--- config.mk ---
export PLATFORM = sky130hd
export DESIGN_NAME = spike_rate_encoder_2ch
export DESIGN_NICKNAME = d
export VERILOG_FILES = /design/src/rtl/spike_rate_encoder_2ch.sv
export SDC_FILE = /design/constraint.sdc
export NUM_CORES = 1
export LEC_CHECK = 0
export CAP_MARGIN = 20
export CORE_MARGIN = 2
export CORE_UTILIZATION = 55
export CTS_CLUSTER_DIAMETER = 100
export CTS_CLUSTER_SIZE = 40
export DETAILED_ROUTE_END_ITERATION = 7
export GPL_TIMING_DRIVEN = 0
export HOLD_SLACK_MARGIN = 0.15
export PLACE_DENSITY = 0.89
export SKIP_LAST_GASP = 1
export SLEW_MARGIN = 5
export SYNTH_ARGS = -nofsm -noshare
export SYNTH_HDL_FRONTEND = slang
export SYNTH_SLANG_ARGS = --single-unit
--- constraint.sdc ---
create_clock -name clk -period 2.35 [get_ports clk]
set_clock_uncertainty 0.1 [all_clocks]
set_input_delay 0.3525 -clock clk [delete_from_list [all_inputs] [get_ports clk]]
set_output_delay 0.3525 -clock clk [all_outputs]
set_load 0.01 [all_outputs]
--- src/rtl/spike_rate_encoder_2ch.sv ---
// Two-channel rate encoder: each accepted value pair becomes an evenly spaced
// spike train per channel over WINDOW cycles, then GAP_CYCLES of silence.
module spike_rate_encoder_2ch #(
  parameter int VALUE_WIDTH = 4,
  parameter int WINDOW      = 16,
  parameter int GAP_CYCLES  = 4
) (
  input  logic                   clk,
  input  logic                   rst,
  input  logic                   in_valid,
  output logic                   in_ready,
  input  logic [VALUE_WIDTH-1:0] in_value1,
  input  logic [VALUE_WIDTH-1:0] in_value2,
  output logic                   out1,
  output logic                   out2,
  output logic                   busy,
  output logic                   done
);

  localparam int CNT_MAX = (WINDOW > GAP_CYCLES) ? WINDOW : GAP_CYCLES;
  localparam int CNT_W   = (CNT_MAX > 1) ? $clog2(CNT_MAX) : 1;
  localparam logic [CNT_W-1:0] WIN_LAST = CNT_W'(WINDOW - 1);
  localparam logic [CNT_W-1:0] GAP_LAST = CNT_W'((GAP_CYCLES > 0) ? GAP_CYCLES - 1 : 0);

  typedef enum logic [1:0] {IDLE, RUN, GAP} state_t;

  state_t                 state, state_nxt;
  logic [CNT_W-1:0]       cnt;
  logic [VALUE_WIDTH-1:0] v1, v2;
  logic [VALUE_WIDTH-1:0] acc1, acc2;

  // Carry out of the W-bit accumulator is the spike; the low bits wrap.
  function automatic logic [VALUE_WIDTH:0] acc_step(input logic [VALUE_WIDTH-1:0] acc,
                                                    input logic [VALUE_WIDTH-1:0] v);
    return {1'b0, acc} + {1'b0, v};
  endfunction

  assign in_ready = (state == IDLE);

  always_ff @(posedge clk or negedge rst) begin
    if (!rst) state <= IDLE;
    else      state <= state_nxt;
  end

  always_comb begin
    state_nxt = state;
    case (state)
      IDLE: if (in_valid) state_nxt = RUN;
      RUN:  if (cnt == WIN_LAST) state_nxt = (GAP_CYCLES == 0) ? IDLE : GAP;
      GAP:  if (cnt == GAP_LAST) state_nxt = IDLE;
      default: state_nxt = IDLE;
    endcase
  end

  always_ff @(posedge clk or negedge rst) begin
    if (!rst) begin
      cnt  <= '0;
      v1   <= '0;
      v2   <= '0;
      acc1 <= '0;
      acc2 <= '0;
      out1 <= 1'b0;
      out2 <= 1'b0;
      busy <= 1'b0;
      done <= 1'b0;
    end else begin
      case (state)
        IDLE: begin
          out1 <= 1'b0;
          out2 <= 1'b0;
          done <= 1'b0;
          cnt  <= '0;
          if (in_valid) begin
            v1   <= in_value1;
            v2   <= in_value2;
            acc1 <= '0;
            acc2 <= '0;
            busy <= 1'b1;
          end
        end
        RUN: begin
          {out1, acc1} <= acc_step(acc1, v1);
          {out2, acc2} <= acc_step(acc2, v2);
          if (cnt == WIN_LAST) begin
            cnt <= '0;
            if (GAP_CYCLES == 0) begin
              busy <= 1'b0;
              done <= 1'b1;
            end
          end else begin
            cnt <= cnt + 1'b1;
          end
        end
        GAP: begin
          out1 <= 1'b0;
          out2 <= 1'b0;
          if (cnt == GAP_LAST) begin
            cnt  <= '0;
            busy <= 1'b0;
            done <= 1'b1;
          end else begin
            cnt <= cnt + 1'b1;
          end
        end
        default: begin
          out1 <= 1'b0;
          out2 <= 1'b0;
        end
      endcase
    end
  end

endmodule
[Word-level counts from Yosys, hierarchy flattened]
Cells that the tools add are included.
Cells by class
  add/subtract/negate cells: 3
  equal/unequal tests: 7
  mux-type cells: 17
  reduce and logical (&&, ||, !) cells: 9
Operator list (count)
  $pmux 4 s2: 2
  $mux 4: 3
  $pmux 4 s3: 1
  $add 4x4->5: 2
  $mux 2: 3
  $ne 2x2->1 const B: 3
  $pmux 2 s3: 1
  $reduce_and 2->1: 3
  $reduce_and 3->1: 2
  $mux 1: 5
  $add 4x1->4 const B: 1
  $eq 4x2->1 const B: 1
  $eq 4x4->1 const B: 1
  $pmux 1 s2: 2
  $reduce_bool 2->1: 2
  $reduce_bool 3->1: 1
  $eq 2x1->1 const B: 1
  $eq 2x2->1 const B: 1
  $logic_not 2->1: 1
Storage, ports and cells
  flip-flop bits (word level): 26
  output and inout port bits: 5
  word-level logic and storage cells: 46

[Logic depth before layout (Yosys ltp)]
  word-level depth: 3
  mapped depth: 6
  mapped depth without buffers: 6

[Least setup slack after synthesis]
OpenSTA, ideal clock, no wires.
  path kind: register to register
  from: reg state[1]
  to: reg state[1]
  setup time: 120 ps
  arrival: 1600 ps
  required time: 2130 ps
  path slack: 530 ps
  stages on the path, launching flop included: 7
  clock period less this slack: 1820 ps
  path through: dfrtp_1 inv_1 ha_1 buf_6 or4b_4 and2_4 o22a_2
Between the ends
  elaborated cells on any way between the ends: 8
  those cells by class: eq/ne: 5; mux: 1; reduce/logical: 2
RTL lines
  start, declared: RTL line 27  | state_t state, state_nxt;
  start signal, assigned: RTL line 42  | else state <= state_nxt;
  $eq 2x2->1, or another cell as far along: RTL line 47  | case (state)
  $pmux 2 s3 *: RTL line 47
  via state_nxt[1]: RTL line 27
The timed path passes the listed nets; every way through them passes the cells marked *.
A chain may end at the register's enable or synchronous reset.

[Worst setup path in the final report]
  from: reg state[0]
  to: reg acc1[2]
Between the ends
  cells in the longest elaborated chain, start to end: 3
  elaborated cells on any way between the ends: 6
  those cells by class: eq/ne: 2; mux: 1; reduce/logical: 3
RTL lines
  $eq 2x1->1 or $logic_not 2->1 (tied branches): RTL line 67  | case (state)
  $reduce_bool 2->1 (no line) or $ne 2x2->1 (tied branches)
  $reduce_and 2->1 (no line)
  end signal, assigned: RTL line 82  | {out1, acc1} <= acc_step(acc1, v1);
  end, declared: RTL line 30  | logic [VALUE_WIDTH-1:0] acc1, acc2;
Several ways; a longest one is shown, not always the timed one.

==> out/metrics.cfg <==
[timing]
slew-limit-headroom_pct = 53.6
finalMaxSlewViolations = 0
worst_pin_slew_ns = 0.676
min_period_over_period_pct = 91.0
period_needed_ns = 2.14
setup_viol = 0
rsz0062_at_grt = false
hold_violations = 0
fmax_mhz = 467
finalSetupTns_ns = 0

[cts]
hold_buffers = 0
cts_buffers = 3
cts_setup_buffers = 0
clock_latency_ns = 0.33
path_clk_slew_ns = 0.14
cts_resized = 0
cts-root-buf = clkbuf_4
cts_tree = yes
cts_sinks = 26
htreeDepth = 1
clk_path_buf_depth = 2

[synth]
ys_types = 35
synth_area_per_cell_sq_um = 11.3
synthesis.instances = 127
ys_ff_latch = 26
yosys_warnings = 0
syn-num-nets = 153
synth_area_sq_um = 1430
yosysSeqAreaShare_pct = 45.4

[global_route]
grt_antenna_before_repair = 0
first_global_vias = 1073
grt_pass1_wl_um = 4780
grt_max_degree = 20
grt_overflow = 0
grt_usage_pct = 23.1

[power_and_ir_drop]
internal-power_w = 0.00127
p_sw_w = 0.000750
power-per-cell-area_nw_per_um2 = 1190
pwr-share-clk_pct = 15.5
combinationalPowerShare_pct = 49.4
p_seq_share_pct = 35.0
irDropWorstVdd_uv = 1010
p_leak_nw = 0.755
switching_share_pct = 37.1
power.total_w = 0.00202

[detailed_routing]
drt-wirelength-per-cell_um = 15.9
route.vias.total = 1009
dr_wl_met3_um = 88
drtIter0Drc = 12
drt_pass1_iterations = 4
via_per_inst = 5.70
drt_wl_total_um = 2810
drt-met1-wl_um = 1200
drc = 0
dr.max_layer_used = met4
ant_nets = 0
wl_met2_um = 1510

[floorplan]
die_h_um = 55.0
die_w_um = 55.0
dieArea_sq_um = 3030
pin_count = 16
core_area_sq_um = 2480
start_util_pct = 57.8
placementRows = 18

[finish]
multi_input_area_sq_um = 729
fill_cells = 183
n_antenna_cell = 0
drive_gt1_share_pct = 15.0
finalNetCount = 174
regArea_sq_um = 651
syn2layout_area_growth_pct = 18.7
fin_area_sq_um = 1700

[critical_path]
cp-end-kind = flop
crit_path_end = acc1[2]$_DFFE_PN0P_
worst-path-max-fanout = 8
regToRegEndpoint = acc1[2]$_DFFE_PN0P_
rrSetupSlack_ns = 0.21
worst_ep_required_time_ns = 2.49
rr_worst_depth = 6
crit_type = reg2reg
critPathLaunchType = flop
critPathArrivalTime_ns = 2.28
worstReg2RegStart = state[0]$_DFFE_PN0P_
crit_start = state[0]$_DFFE_PN0P_

[flow_run]
max_cap_violations = 0

[placement]
placed_area_sq_um = 1650
port-buffer-count = 15
post-dp-hpwl_um = 2100
routabilityCongestion = 0.798

[min_path]
hp-class = in2async

[run_status]
run_status = completed

state kept, by name (all words and copies together), names as in the netlist:
signal	flops
cnt	4
v1	4
v2	4
out1	1
done	1
acc2	4
acc1	4
out2	1
state	2
busy	1
synthesized netlist by cell type (all sizes together):
| cell type | number | area, sq um |
|---|---|---|
| or2 | 1 | 6.26 |
| clkbuf | 1 | 3.75 |
| buf | 1 | 11.3 |
| a32o | 2 | 20.0 |
| a21boi | 2 | 15.0 |
| nor4bb | 1 | 10.0 |
| nand2 | 11 | 41.3 |
| o21a | 4 | 30.0 |
| nand4b | 1 | 8.76 |
| nor3b | 1 | 7.51 |
| a22o | 1 | 10.0 |
| a311oi | 1 | 15.0 |
| xor2 | 2 | 17.5 |
| and2 | 1 | 8.76 |
| inv | 10 | 37.5 |
| mux2i | 1 | 10.0 |
| or3b | 2 | 17.5 |
| mux2 | 8 | 90.1 |
| nand3 | 3 | 15.0 |
| a31oi | 2 | 12.5 |
| ha | 13 | 163 |
| nor2 | 1 | 3.75 |
| o21bai | 1 | 7.51 |
| a32oi | 1 | 8.76 |
| a21oi | 5 | 25.0 |
| and3 | 1 | 6.26 |
| o31ai | 3 | 22.5 |
| fa | 2 | 40.0 |
| dfrtp | 26 | 651 |
| and3b | 2 | 17.5 |
| o21ai | 9 | 45.0 |
| nand2b | 2 | 12.5 |
| nor2b | 3 | 18.8 |
| o22a | 1 | 10.0 |
| or4b | 1 | 13.8 |
metrics by stage:
step                hold WS (ns)  std cells  setup slack, ns  util (%)
finish                     0.238        177            0.211      68.6
global route               0.266        177           0.0517      68.6
CTS                        0.232        177            0.194      68.6
detailed placement         0.379        173            0.237      66.5
global placement           0.369        172            0.389      65.4
floorplan                -0.0431        127            0.530         -
critical path, stage by stage, from the launching register on:
cell and delay [ns]:
dfrtp_1 0.44, inv_1 0.14, ha_1 0.19, clkbuf_1 0.27, mux2i_1 0.64, nand2_1 0.14, o21ai_0 0.12
power groups by stage:
stage / registers (W) / clock network [W] / logic [W]
final: 0.000707 / 0.000314 / 0.000998
after global routing: 0.000727 / 0.000340 / 0.00113
after CTS: 0.000707 / 0.000325 / 0.00101
after detailed placement: 0.000718 / 0 / 0.000999
after global placement: 0.000704 / 0 / 0.000923
after floorplan: 0.000688 / 0 / 0.000749
worst min path at each step:
stage                                endpoint  slack [ns]  cells past startpoint
after floorplan           acc1[0]$_DFFE_PN0P_       -0.04                      0
after global placement    acc1[3]$_DFFE_PN0P_        0.37                      2
after detailed placement  acc1[3]$_DFFE_PN0P_        0.38                      2
after CTS                   v1[2]$_DFFE_PN0P_        0.23                      1
after global routing           out1$_DFF_PN0_        0.27                      1
final                       v1[2]$_DFFE_PN0P_        0.24                      1
cell families after synthesis:
logic type	share of synthesized area [%]
AOI/OAI and AO/OA	15.5
and+or+nand+nor	13.1
DFF	45.4
adders and majority gates	14.1
buffers and inverters	3.67
muxes	6.99
xor gates and xnor gates	1.22
placed cells by master (no fill, tap or decap), types with 2 or more instances in the layout:
master           count
o21ai_0              9
nand2_1             11
o31ai_1              3
mux2_2               8
nor2b_1              3
dfrtp_1             26
ha_1                13
a31oi_1              2
clkdlybuf4s50_1     15
xor2_1               2
o21a_1               4
or3b_2               2
and3b_1              2
fa_1                 2
clkbuf_4             3
nand2b_1             2
a32o_1               2
inv_1               10
a21oi_1              5
a21boi_0             2
nand3_1              3
per-layer routing:
metal | GRT usage (%) | vias to the layer above
met5 | 0 | -
met1 | 27.4 | 494
li1 | - | 495
met4 | 8.94 | 0
met2 | 42.5 | 18
met3 | 2.42 | 2
cell type report:
class	count	area share, %
multi-input cells	89	42.9
flip-flops and latches	26	38.3
repair buffers	16	10.4
inverters	10	2.21
well taps	30	2.21
clock inverters	1	1.77
clock buffers	3	1.32
plain buffers	2	0.883
No activity file was read; power rests on OpenSTA's default activity.
